===== src/rtl/count_down_timer_pkg.sv =====
// Shared constants for the count-down timer: FSM state encodings and the default counter width.
// Optional feature macro: COUNT_AUTO_RELOAD_EN (periodic auto-reload from the captured start value).
package count_down_timer_pkg;

    localparam int unsigned DEF_WIDTH = 8;

    localparam logic [1:0] ST_IDLE = 2'd0;
    localparam logic [1:0] ST_RUN  = 2'd1;
    localparam logic [1:0] ST_DONE = 2'd2;

endpackage


===== src/rtl/down_counter_core.sv =====
// Count register for the timer: clear beats load beats decrement; never decrements below zero.
// is_one flags the terminal-count step so the FSM can move to DONE on the same edge COUNT reaches 0.
module down_counter_core
    import count_down_timer_pkg::*;
#(
    parameter int unsigned WIDTH = DEF_WIDTH
) (
    input  logic             clk,
    input  logic             rst_n,
    input  logic             load,
    input  logic [WIDTH-1:0] load_val,
    input  logic             dec,
    input  logic             clear,
    output logic [WIDTH-1:0] count,
    output logic             is_one
);

    always_ff @(posedge clk) begin
        if (!rst_n || clear) begin
            count <= '0;
        end else if (load) begin
            count <= load_val;
        end else if (dec && (count != '0)) begin
            count <= count - 1'b1;
        end
    end

    assign is_one = (count == WIDTH'(1));

endmodule


===== src/rtl/count_down_timer.sv =====
// Loadable down-counter FSM (IDLE/RUN/DONE) feeding the downstream zero comparator.
// Define COUNT_AUTO_RELOAD_EN to restart from the captured start value after each expiry.
module count_down_timer
    import count_down_timer_pkg::*;
#(
    parameter int unsigned WIDTH = DEF_WIDTH
) (
    input  logic             CLK,
    input  logic             RST_N,
    input  logic             LOAD,
    input  logic [WIDTH-1:0] LOAD_VAL,
    output logic             LOAD_RDY,
    input  logic             EN,
    input  logic             ABORT,
    output logic [WIDTH-1:0] COUNT,
    output logic             BUSY,
    output logic             DONE
);

    logic [1:0]       state;
    logic [1:0]       next_state;
    logic             cnt_load;
    logic [WIDTH-1:0] cnt_load_val;
    logic             cnt_dec;
    logic             cnt_clear;
    logic             cnt_is_one;

`ifdef COUNT_AUTO_RELOAD_EN
    logic [WIDTH-1:0] reload;

    always_ff @(posedge CLK) begin
        if (!RST_N) begin
            reload <= '0;
        end else if ((state == ST_IDLE) && LOAD && !ABORT) begin
            reload <= LOAD_VAL;
        end
    end
`endif

    always_comb begin
        next_state   = state;
        cnt_load     = 1'b0;
        cnt_load_val = LOAD_VAL;
        cnt_dec      = 1'b0;
        cnt_clear    = 1'b0;
        case (state)
            ST_IDLE: begin
                if (ABORT) begin
                    cnt_clear = 1'b1;
                end else if (LOAD) begin
                    cnt_load   = 1'b1;
                    next_state = (LOAD_VAL == '0) ? ST_DONE : ST_RUN;
                end
            end
            ST_RUN: begin
                if (ABORT) begin
                    cnt_clear  = 1'b1;
                    next_state = ST_IDLE;
                end else if (EN) begin
                    cnt_dec = 1'b1;
                    if (cnt_is_one) begin
                        next_state = ST_DONE;
                    end
                end
            end
            ST_DONE: begin
                if (ABORT) begin
                    cnt_clear  = 1'b1;
                    next_state = ST_IDLE;
                end else begin
`ifdef COUNT_AUTO_RELOAD_EN
                    // A zero reload value parks the block in DONE until aborted.
                    if (reload != '0) begin
                        cnt_load     = 1'b1;
                        cnt_load_val = reload;
                        next_state   = ST_RUN;
                    end
`else
                    next_state = ST_IDLE;
`endif
                end
            end
            default: begin
                cnt_clear  = 1'b1;
                next_state = ST_IDLE;
            end
        endcase
    end

    always_ff @(posedge CLK) begin
        if (!RST_N) begin
            state <= ST_IDLE;
        end else begin
            state <= next_state;
        end
    end

    down_counter_core #(
        .WIDTH (WIDTH)
    ) u_core (
        .clk      (CLK),
        .rst_n    (RST_N),
        .load     (cnt_load),
        .load_val (cnt_load_val),
        .dec      (cnt_dec),
        .clear    (cnt_clear),
        .count    (COUNT),
        .is_one   (cnt_is_one)
    );

    assign LOAD_RDY = (state == ST_IDLE);
    assign BUSY     = (state == ST_RUN);
    assign DONE     = (state == ST_DONE);

endmodule


===== config.mk =====
export PLATFORM = sky130hd
export DESIGN_NAME = count_down_timer
export DESIGN_NICKNAME = d
export VERILOG_FILES = /design/src/rtl/count_down_timer_pkg.sv /design/src/rtl/down_counter_core.sv /design/src/rtl/count_down_timer.sv
export SDC_FILE = /design/constraint.sdc
export NUM_CORES = 1
export LEC_CHECK = 0
export BUFFER_PORTS_ARGS = -buffer_cell sky130_fd_sc_hd__buf_2
export CORE_UTILIZATION = 42
export CTS_CLUSTER_DIAMETER = 150
export DETAILED_ROUTE_END_ITERATION = 6
export PLACE_DENSITY = 0.72
export SETUP_SLACK_MARGIN = 0.15
export SYNTH_ARGS = -nofsm -noshare
export SYNTH_HDL_FRONTEND = slang
export SYNTH_SLANG_ARGS = --single-unit

===== constraint.sdc =====
create_clock -name CLK -period 1.5 [get_ports CLK]
set_clock_uncertainty 0.15 [all_clocks]
set_input_delay 0.075 -clock CLK [delete_from_list [all_inputs] [get_ports CLK]]
set_output_delay 0.075 -clock CLK [all_outputs]
set_load 0.05 [all_outputs]

# Yosys cells after proc, flatten, opt, wreduce, memory -nomap -nowiden
# Cells that the tools add are included.
[word_totals] elab_cells=36 in_bits=13 output_inout_bits=11 ff_bits=10
[op_classes] reduce_logical=9 n_mux=17 n_eq_ne=7 addsub=1
[op_table] op="8-bit 2-to-1 mux" n=2
[op_table] op="2-bit 2-to-1 mux" n=6
[op_table] op="8-bit by 1-bit equality test with 1-bit output (second input constant)" n=1
[op_table] op="8-bit zero test" n=1
[op_table] op="1-bit 2-to-1 mux" n=8
[op_table] op="8-bit nonzero test" n=1
[op_table] op="8-bit by 1-bit subtractor with 8-bit output (second input constant)" n=1
[op_table] op="2-bit != test (second input constant)" n=2
[op_table] op="2-bit one-hot mux with 2 select lines" n=1
[op_table] op="4-bit AND reduction" n=1
[op_table] op="3-bit by 2-bit != test with 1-bit output (second input constant)" n=1
[op_table] op="3-bit != test (second input constant)" n=1
[op_table] op="3-bit OR reduction" n=1
[op_table] op="2-bit by 1-bit equality test with 1-bit output (second input constant)" n=1
[op_table] op="2-bit equality test (second input constant)" n=1
[op_table] op="2-bit zero test" n=1
[op_table] op="2-bit nonzero test" n=1
[op_table] op="1-bit logical AND" n=1
[op_table] op="1-bit zero test" n=1
[op_table] op="1-bit logical OR" n=1

# Longest topological paths before layout
# Gate-level depths: netlist of the first run.
[logic_depth] word_depth=6 ltp_mapped=7 mapped_depth_nobuf=6

# By module
# From an unflattened synthesis of the first run, not the netlist that was laid out.
[unflattened] cells_unflattened=77 area_unflattened_um2=686.9
[by_module_without_submodules] module="down_counter_core" seq_area_each_um2=160.2 area_per_inst_um2=503.0 instances=1 cells_each=59
[by_module_without_submodules] module="count_down_timer" seq_area_each_um2=40.0 area_per_inst_um2=183.9 instances=1 cells_each=18

# Worst setup path before layout of the first run
# OpenSTA, ideal clock, no wires.
[synth_path] path_kind="register -> register" from="register u_core.count[0]" to="register u_core.count[1]" t_required_ns=1.238 path_stages_with_launch=8 arrival_ns=1.849 n_path_buf=1 path_slack_ns=-0.611 setup_time_ns=0.112 synth_period_minus_slack_ns=2.111 cell_sequence="dfxtp_1 > inv_1 > ha_1 > nor3b_1 > a21boi_1 > buf_4 > nor3_1 > a2111oi_1"
[synth_between] elab_chain_len=3 word_cells_on_any_way=6 cone_classes="1 x add/sub; 2 x mux; 3 x reduce/logical"
[synth_rtl] element="start: declaration" line_no="down_counter_core.sv:14" rtl="output logic [WIDTH-1:0] count,"
[synth_rtl] element="start signal: assignment" line_no="down_counter_core.sv:22" rtl="count <= load_val;"
[synth_rtl] element="start signal: assignment" line_no="down_counter_core.sv:24" rtl="count <= count - 1'b1;"
[synth_rtl] element="8-bit by 1-bit subtractor with 8-bit output / 8-bit nonzero test (equally long branches)" line_no="down_counter_core.sv:24, down_counter_core.sv:23"
[synth_rtl] element="8-bit 2-to-1 mux / 1-bit logical AND (equally long branches)" line_no="down_counter_core.sv:23" rtl="end else if (dec && (count != '0)) begin"
[synth_rtl] element="8-bit 2-to-1 mux / 2-bit nonzero test (equally long branches)"
# Parallel ways exist; a longest one is shown, timed or not. The select of a mux whose other input is x is not followed.
# A chain may end at the register's enable or synchronous reset.

# Worst setup path after layout of the first run
[layout_path] from="register u_core.count[5]" to="register state[0]"
[layout_between] elab_chain_len=3
[layout_rtl] element="8-bit by 1-bit equality test with 1-bit output" line_no="down_counter_core.sv:28" rtl="assign is_one = (count == WIDTH'(1));"
[layout_rtl] element="3-bit by 2-bit != test with 1-bit output (no line)"
[layout_rtl] element="4-bit AND reduction (no line)"
[layout_rtl] element="end signal: assignment" line_no="count_down_timer.sv:94" rtl="state <= next_state;"
[layout_rtl] element="end: declaration" line_no="count_down_timer.sv:20" rtl="logic [1:0] state;"
# No other way between the ends.

==> results of run 1 <==
[layout make-up]
class                   count  share of cell area (%)
well taps                  16                    1.59
repair buffers             58                    34.6
clock buffers               4                    2.09
flip-flops and latches     10                    17.7
inverters                   3                    1.29
multi-input cells          64                    42.7
[critical path: cells and delay by family, from the launching register on]
kind,cells,cell delay [ps]
flip-flops,1,350
AND/OR/NAND/NOR,2,400
buffers and inverters,1,150
AO/OA/AOI/OAI,2,500
[metal layers]
layer	vias up	routed length [um]
met4	0	40
li1	425	-
met5	-	0
met3	8	121
met2	33	1410
met1	426	1140
[sequential cells by signal (all words and copies together), names as in the netlist]
name          count
state             2
u_core.count      8
[cells in the final DEF, fill, tap and decap left out, types with 3 or more instances in the layout]
master          n
dfxtp_2         3
nand2_1        10
a31oi_1         4
buf_4          22
nor2_1          8
or4_1           3
dfxtp_4         5
buf_2          20
clkbuf_4        3
dlygate4sd3_1   9
buf_6           7
[per-stage QoR]
step	util [%]	total power, mW
final	84.4	0.765
after global routing	84.4	0.791
after CTS	79.2	0.731
after detailed placement	67.7	0.485
after global placement	67.7	0.480
after floorplan	-	0.398
[kinds of logic (layout without fill, tap and decap cells)]
family / after synthesis / after routing / share of synthesized area, %
compound gates: 20 / 20 / 22.7
simple gates: 41 / 41 / 36.8
fa+ha+maj: 3 / 3 / 5.63
flops: 10 / 10 / 30.0
buf+inv: 7 / 65 / 4.88
[worst paths after layout]
check                               startpoint                           end  slack [ps]  cells past startpoint
hold reg to reg   u_core.count[6]$_SDFFE_PP0P_  u_core.count[6]$_SDFFE_PP0P_         440                      2
setup / recovery  u_core.count[5]$_SDFFE_PP0P_         state[0]$_SDFFE_PN0P_        -160                      5
hold / removal                           ABORT         state[1]$_SDFFE_PN0P_          70                      5
setup reg to reg  u_core.count[5]$_SDFFE_PP0P_         state[0]$_SDFFE_PN0P_        -160                      5
[repair_timing]
action | in CTS | in global routing
hold endpoints to repair | 9 | 0
gates cloned | 1 | 0
endpoints found under the setup margin | 12 | 12
buffers inserted | 1 | 0
pin swaps | 10 | 9
hold buffers | 9 | 0
resized for setup | 12 | 17
[where the power goes]
| group | switching, mW | internal (mW) | total (mW) |
|---|---|---|---|
| Combinational | 0.141 | 0.130 | 0.271 |
| Clock | 0.113 | 0.103 | 0.216 |
| Sequential | 0.00958 | 0.268 | 0.278 |
==> summary.md, run 1 <==
| Metric | Value |
|---|---|
| Outcome | finished, violations left |
| Failing checks | negative setup slack |
| Layout cell share with drive strength beyond 1 | 56.1% |
| Worst setup SP type | flip-flop |
| Crit-path max FO | 2 |
| Hold Crit Class | input port to flip-flop |
| Width of the chip | 41.8 um |
| CTS sink cnt | 10 |
| Die height | 41.8 um |
| Unique masters post-synth | 36 |
| Tot GR Track Use | 30.9% |
| Routed wire length | 2700 um |
| Max Freq | 602 MHz |
| Vias | 892 |
| Inserted Clock Buffers | 3 |
| DP HPWL | 1610 um |
| Number of synthesized register bits | 10 |
| Endpoints failing setup | 10 |
| Arr. time, crit path | 1690 ps |
| Leading area contributor after synthesis | dfxtp_1 |
| Gr busiest metal | met2 |
| Antenna violations before repair | 0 |
| Max_slew headroom | 84.4% |
| Placed Area | 1010 sq um |
| Sequential cell area | 223 sq um |
| Cell row count | 14 |
| Layout area overhead | 88.4% |
| Final hold vios | 0 |
| Hold slack final | 71.2 ps |
| Post-Layout Cell Count | 155 |
| Worst-Skew Late Latency | 280 ps |
| Ant diodes | 0 |
| Mapped Avg Cell Area | 8.23 sq um |
| Yosys Warn Count | 0 |
| Pre-Repair DR Iteration Count | 4 |
| Crit path cell chain | nor4_4 -> nand2b_1 -> buf_4 -> o311a_1 -> o21a_1 |
| Leakage | 0.527 nW |
| Slew Limit Fails | 0 |
| Clk root buf | clkbuf_4 |
| DP Cell Count | 140 |
| Unrepaired setup endpoints after global routing | yes |
| Fillers | 91 |
| Post-synth top area share | 30.0% |
| First-pass GRT wire length | 4110 um |
| Global Route met2 Usage | 51.9% |
| Sequential share of the synthesized area | 30.0% |
| Starting density of the core | 44.8% |
| Pwr Density | 609 nW/um^2 |
| Crit path capture type | flip-flop |
| Top cells by count, synth | dfxtp_1, nand2_1, nor2_1, nor3_1, a31oi_1 |
| Core area | 1490 sq um |
| DIE AREA | 1750 sq um |
| Setup TNS | -907 ps |
| Final WS setup | -161 ps |
| Post-Layout Inst Area | 1260 sq um |
| Post-synth net total | 97 |
| Worst slack at placement | -160 ps |
| Fin crit share | 111% |
| CTS tree | built |
| PortBufs | 23 |
| CP max stage delay | 350 ps |
| Drt drc | 0 |
| Grt ovf | 0 |
| Met3 usage in global routing | 7.83% |
| DRT iter0 DRCs | 33 |
| I/O pin cnt | 24 |
| H-tree depth | 1 |
| Worst-path clk slew | 80 ps |
| Max cap viols | 0 |
| Top FF cell, synth | dfxtp_1 |
| Worst-Margin Slew | 232 ps |
| Residual antenna-violating net count after detailed routing | 0 |
| Async S/R FF share, synth | 0% |
| Nets | 156 |
| Maximum root-to-sink buffer count | 2 |
| Largest net degree at the start of global routing | 9 |
| Crit path kind | flip-flop to flip-flop |
| Vias per cell | 5.75 |
| Maximum VDD drop | 0.523 mV |
| Synthesized cell area | 667 sq um |
| Post-synthesis cell count | 81 |
| Post-synth EDFFs | 0 |
| Vias in the first global route | 863 |
| Crit path max-delay cell type | dfxtp_4 |
| Req. time, crit path | 1520 ps |
| Synth top area cells | dfxtp_1, ha_1, nand2_1, nor2_1, a31oi_1 |
| Area taken by multi-input logic gates | 537 sq um |
| Met1 GRT Util | 38.4% |
| Min Tclk post-route | 1660 ps |
| Avg WL per Cell | 17.4 um |
| GP Congestion | 0.855 |
(Power assumes the default switching activity.)
==> run 2, diff against run 1 <==
- clock period: 1.5 -> 1.45 ns (I/O delays scaled with it)
==> run 2 against run 1 <==
  * The flow still finishes with violations (negative setup slack)
  * Largest power group unchanged
  * Clock-buffer cell count is the same
  * Utilization grew 2.4 points
  * Global-route usage shrank 0.090 points
  * Highest routed layer unchanged
  * Non-clock buffer count grew 5
  * Routed wire length shrank 3.5%
==> summary.md, run 2 (same netlist as run 1, synthesis figures left out) <==
| Metric | Value |
|---|---|
| Outcome | finished, violations left |
| Failing checks | negative setup slack |
| Vias | 903 (+1.2%) |
| Crit path capture type | flip-flop |
| Final hold vios | 0 (unchanged) |
| Maximum root-to-sink buffer count | 2 (unchanged) |
| Largest net degree at the start of global routing | 11 (+2) |
| Max_slew headroom | 79.5% (-4.9 points) |
| Fillers | 82 (-9.9%) |
| Core area | 1490 sq um (unchanged) |
| Crit path max-delay cell type | dfxtp_4 |
| Min Tclk post-route | 1720 ps (+55.1 ps) |
| H-tree depth | 1 (unchanged) |
| Max Freq | 583 MHz (-3.2%) |
| Vias in the first global route | 812 (-5.9%) |
| Pre-Repair DR Iteration Count | 4 (unchanged) |
| Endpoints failing setup | 10 (unchanged) |
| Layout cell share with drive strength beyond 1 | 58.3% (+2.2 points) |
| Req. time, crit path | 1470 ps (-50 ps) |
| Most common cell after layout, fill and taps aside | buf_4 |
| Worst hold start | LOAD_VAL[2] |
| Worst slack at placement | -188 ps (-28.6 ps) |
| Die height | 41.8 um (unchanged) |
| Worst setup SP type | flip-flop |
| Slew Limit Fails | 0 (unchanged) |
| Unrepaired setup endpoints after global routing | yes |
| Worst setup startpoint | u_core.count[2]$_SDFFE_PP0P_ |
| Placed Area | 1020 sq um (+0.74%) |
| DP HPWL | 1570 um (-2.9%) |
| Hold Crit Class | input port to flip-flop |
| Antenna violations before repair | 0 (unchanged) |
| Crit path kind | flip-flop to flip-flop |
| Pwr Density | 638 nW/um^2 (+4.8%) |
| I/O pin cnt | 24 (unchanged) |
| First-pass GRT wire length | 3980 um (-3.0%) |
| Reg-to-Reg Start | u_core.count[2]$_SDFFE_PP0P_ |
| Grt ovf | 0 (unchanged) |
| Largest register FFs | 8 (unchanged) |
| Total Power | 825 uW (+7.8%) |
| Setup TNS | -1630 ps (-724 ps) |
| Fin crit share | 118% (+7.6 points) |
| Residual antenna-violating net count after detailed routing | 0 (unchanged) |
| Nets | 161 (+3.2%) |
| Avg WL per Cell | 16.3 um (-6.5%) |
| Utilization after layout | 86.8% (+2.4 points) |
| Crit-path max FO | 3 (+1) |
| Crit path cell chain | nor4_4 -> nand2b_1 -> buf_6 -> o311a_4 -> o21a_1 |
| Maximum VDD drop | 0.623 mV (+19%) |
| CTS tree | built |
| Drt drc | 0 (unchanged) |
| Ant diodes | 0 (unchanged) |
| Layout area overhead | 93.8% |
| Max cap viols | 0 (unchanged) |
| Worst-path clk slew | 70 ps (about the same) |
| Final WS setup | -266 ps (-105 ps) |
| Most frequent cells in the layout | buf_4, buf_2, nand2_1, nor2_1, dlygate4sd3_1 |
| Starting density of the core | 44.8% (unchanged) |
| Post-Layout Inst Area | 1290 sq um (+2.9%) |
| Arr. time, crit path | 1740 ps (+50 ps) |
| Worst-Skew Late Latency | 270 ps (about the same) |
| Clk root buf | clkbuf_4 |
| Largest registers | u_core.count x8, state x2 |
| DP Cell Count | 141 (+0.71%) |
| PortBufs | 23 (unchanged) |
| Worst-Margin Slew | 305 ps (+73.4 ps) |
| Cell row count | 14 (unchanged) |
| Leakage | 0.557 nW (+5.6%) |
| Width of the chip | 41.8 um (unchanged) |
| Vias per cell | 5.64 (-1.9%) |
| GP Congestion | 0.848 (-0.83%) |
| DIE AREA | 1750 sq um (unchanged) |
| CTS sink cnt | 10 (unchanged) |
| Most flops, register | u_core.count |
| Post-Layout Cell Count | 160 (+3.2%) |
| CP max stage delay | 360 ps (about the same) |
| Routed wire length | 2610 um (-3.5%) |
| DRT iter0 DRCs | 35 (+6.1%) |
| Hold slack final | 82.5 ps (+11.3 ps) |
| Inserted Clock Buffers | 3 (unchanged) |
| Tot GR Track Use | 30.8% (-0.090 points) |
## run 2: cell types whose count changed in the layout (fill, tap and decap cells not counted), sizes merged
cell	change
clkbuf	+3
buf	+2
## run 2: worst max-delay path, delay by kind of cell, from the launching register on
| family | cells | cell delay [ps] |
|---|---|---|
| and+or+nand+nor | 2 | 490 |
| AOI/OAI and AO/OA | 2 | 480 |
| DFF | 1 | 360 |
| buffers and inverters | 1 | 140 |
## run 2: what timing repair did
action                                 in CTS  in global routing
setup buffers                               3                  3
setup endpoints to repair                  13                 16
pin swaps                                   5                  5
hold buffers                                9                  0
endpoints found under the hold margin       9                  0
gates resized for setup                    11                 17
## run 2: area by class of cell
| class | count | area, sq um | share of cell area, % |
|---|---|---|---|
| multi-input cells | 64 | 517 | 40.0 |
| repair buffers | 63 | 479 | 37.1 |
| flip-flops and latches | 10 | 224 | 17.3 |
| clock buffers | 4 | 36.3 | 2.81 |
| well taps | 16 | 20.0 | 1.55 |
| inverters | 3 | 16.3 | 1.26 |
## run 2: power by group
group          switching, mW  internal (mW)
clock                  0.108          0.153
sequential            0.0102          0.278
combinational          0.138          0.139
total                  0.256          0.569
## run 2: per-layer routing
| metal | wire length (um) | global-route usage (%) |
|---|---|---|
| met3 | 142 | 6.52 |
| met1 | 1140 | 38.9 |
| met2 | 1280 | 50.6 |
| met5 | 0 | 0 |
| met4 | 41 | 12.3 |
## run 2: final timing paths
path / cells past startpoint / endpoint / slack, ps
worst max-delay path: 5 / state[0]$_SDFFE_PN0P_ / -270
worst min-delay path: 4 / u_core.count[2]$_SDFFE_PP0P_ / 80
worst max register to register: 5 / state[0]$_SDFFE_PN0P_ / -270
worst min register to register: 2 / u_core.count[6]$_SDFFE_PP0P_ / 380
==> run 3, diff against run 2 <==
- CORE_UTILIZATION: 42 -> 26
- PLACE_DENSITY: 0.72 -> unset
- REMOVE_ABC_BUFFERS: unset -> 1
==> run 3 against run 2 <==
  * Sequential power increased by 1%
  * Routed wire length increased by 0.31%
  * Global-route usage decreased by 12 points
  * Die area increased by 58%
  * Largest power group unchanged
  * Final cell count increased by 6.9%
  * Critical path depth increased by 2
  * Combinational power about the same
  * Sequential share of layout area decreased by 1.5 points
  * The flow still finishes with violations (negative setup slack)
  * Non-clock buffer count unchanged
  * Design area increased by 2.5%
  * Largest cell class unchanged
  * Clock-buffer cell count decreased by 1
  * Setup slack improved by 11 ps
==> summary.md, run 3 (same netlist as run 1, synthesis figures left out) <==
| Metric | Value |
|---|---|
| Outcome | finished, violations left |
| Failing checks | negative setup slack |
| Worst reg2reg setup slack | -260 ps (about the same) |
| Core area | 2320 sq um (+56%) |
| I/O pin cnt | 24 (unchanged) |
| Fin crit share | 118% (-0.76 points) |
| Grt ovf | 0 (unchanged) |
| Worst-Margin Slew | 287 ps (-18.4 ps) |
| Most flops, register | u_core.count |
| Antenna violations before repair | 0 (unchanged) |
| H-tree depth | 1 (unchanged) |
| First-pass GRT wire length | 3720 um (-6.6%) |
| Vias | 923 (+2.2%) |
| Leakage | 0.553 nW (-0.72%) |
| Pwr Density | 576 nW/um^2 (-9.8%) |
| GP Congestion | 0.804 (-5.2%) |
| Vias in the first global route | 879 (+8.3%) |
| PortBufs | 23 (unchanged) |
| Layout area overhead | 98.7% |
| Largest register FFs | 8 (unchanged) |
| Endpoints failing setup | 9 (-1) |
| Starting density of the core | 28.8% (-16 points) |
| Crit-path max FO | 3 (unchanged) |
| Min Tclk post-route | 1710 ps (-11.0 ps) |
| Reg2reg end | u_core.count[2]$_SDFFE_PP0P_ |
| Routed wire length | 2620 um (+0.31%) |
| Worst min-delay path endpoint | state[1]$_SDFFE_PN0P_ |
| Max_slew headroom | 80.8% (+1.3 points) |
| Worst slack at placement | -346 ps (-158 ps) |
| DIE AREA | 2770 sq um (+58%) |
| Maximum VDD drop | 0.545 mV (-13%) |
| CTS sink cnt | 10 (unchanged) |
| Worst setup startpoint | u_core.count[1]$_SDFFE_PP0P_ |
| Die height | 52.6 um (+26%) |
| Hold Crit Class | input port to flip-flop |
| Layout cell share with drive strength beyond 1 | 58.0% (-0.29 points) |
| Worst-Skew Late Latency | 270 ps (about the same) |
| Worst hold start | EN |
| Drt drc | 0 (unchanged) |
| Final hold vios | 0 (unchanged) |
| Avg WL per Cell | 15.3 um (-6.1%) |
| Arr. time, crit path | 1740 ps (about the same) |
| Req. time, crit path | 1490 ps (+20 ps) |
| Width of the chip | 52.6 um (+26%) |
| DRT iter0 DRCs | 23 (-34%) |
| Hold slack final | 113 ps (+30.5 ps) |
| DP HPWL | 1610 um (+2.8%) |
| Largest net degree at the start of global routing | 9 (-2) |
| Largest registers | u_core.count x8, state x2 |
| Cell row count | 17 (+3) |
| Crit path kind | flip-flop to flip-flop |
| Most frequent cells in the layout | buf_4, buf_2, dlygate4sd3_1, nand2_1 |
| Max cap viols | 0 (unchanged) |
| Most common cell after layout, fill and taps aside | buf_4 |
| R2R depth | 7 (+2) |
| Total Power | 763 uW (-7.5%) |
| Ant diodes | 0 (unchanged) |
| Final WS setup | -255 ps (+11.0 ps) |
| Reg-to-Reg Start | u_core.count[1]$_SDFFE_PP0P_ |
| CTS tree | built |
| Max Freq | 586 MHz (+0.65%) |
| Clk root buf | clkbuf_4 |
| Worst-path clk slew | 60 ps (about the same) |
| Hold path depth | 4 (unchanged) |
| Setup TNS | -1470 ps (+166 ps) |
| Pre-Repair DR Iteration Count | 4 (unchanged) |
| Slew Limit Fails | 0 (unchanged) |
| Utilization after layout | 57.2% (-30 points) |
| Vias per cell | 5.40 (-4.4%) |
| Inserted Clock Buffers | 3 (unchanged) |
| Residual antenna-violating net count after detailed routing | 0 (unchanged) |
| Crit path capture type | flip-flop |
| Maximum root-to-sink buffer count | 2 (unchanged) |
| Worst setup SP type | flip-flop |
| Tot GR Track Use | 18.7% (-12 points) |
| Nets | 161 (unchanged) |
| Unrepaired setup endpoints after global routing | yes |
[run 3: cell count changes in the layout (fill, tap and decap cells not counted), moves of 2 or more]
cell,before,now
buf_4,27,25
dfxtp_1,1,4
dfxtp_4,5,1
inv_2,0,2
inv_4,2,0
nor2_1,9,7
nor2_2,0,2
[run 3: routing by layer]
metal  routed length [um]  GRT usage (%)  part of all wire [%]
met3                  139           3.77                   5.3
met1                 1120           22.8                    43
met4                   36           10.1                   1.4
met2                 1320           30.4                    50
met5                    0              0                     0
[run 3: area by class of cell]
type                    count  area [sq um]
inverters                   3          11.3
flip-flops and latches     10           210
clock buffers               3          22.5
fillers                   202           993
repair buffers             63           489
multi-input cells          64           557
well taps                  28          35.0
[run 3: timing repair]
action / 4_1_cts / 5_1_grt
resized for setup: 30 / 21
hold endpoints to repair: 9 / 0
buffers inserted: 3 / 2
setup endpoints to repair: 13 / 17
gates cloned: 1 / 0
hold buffers: 10 / 0
pin swaps: 16 / 1
[run 3: metrics by stage]
stage          cell area [sq um]  std cells
2_1_floorplan                646         77
3_3_place_gp                 976        152
3_5_place_dp                 976        152
4_1_cts                     1230        169
5_1_grt                     1330        171
6_report                    1330        171
[run 3: worst max-delay path, cell delays in order (launching register included)]
cell and delay (ps):
dfxtp_2 320, inv_2 80, ha_4 140, nor3b_4 240
a21boi_4 100, buf_4 160, a311o_1 280, a211oi_2 160
[run 3: report_power, final]
part / internal (mW) / switching (mW) / total [mW]
registers: 0.283 / 0.00892 / 0.292
clock network: 0.0961 / 0.0958 / 0.192
logic: 0.134 / 0.145 / 0.279
[run 3: worst max path at each step]
stage	endpoint	slack, ps	cells past startpoint
floorplan	u_core.count[1]$_SDFFE_PP0P_	-840	6
global placement	u_core.count[2]$_SDFFE_PP0P_	-250	6
detailed placement	u_core.count[1]$_SDFFE_PP0P_	-350	7
CTS	u_core.count[3]$_SDFFE_PP0P_	-190	7
global route	u_core.count[2]$_SDFFE_PP0P_	-330	7
finish	u_core.count[2]$_SDFFE_PP0P_	-260	7
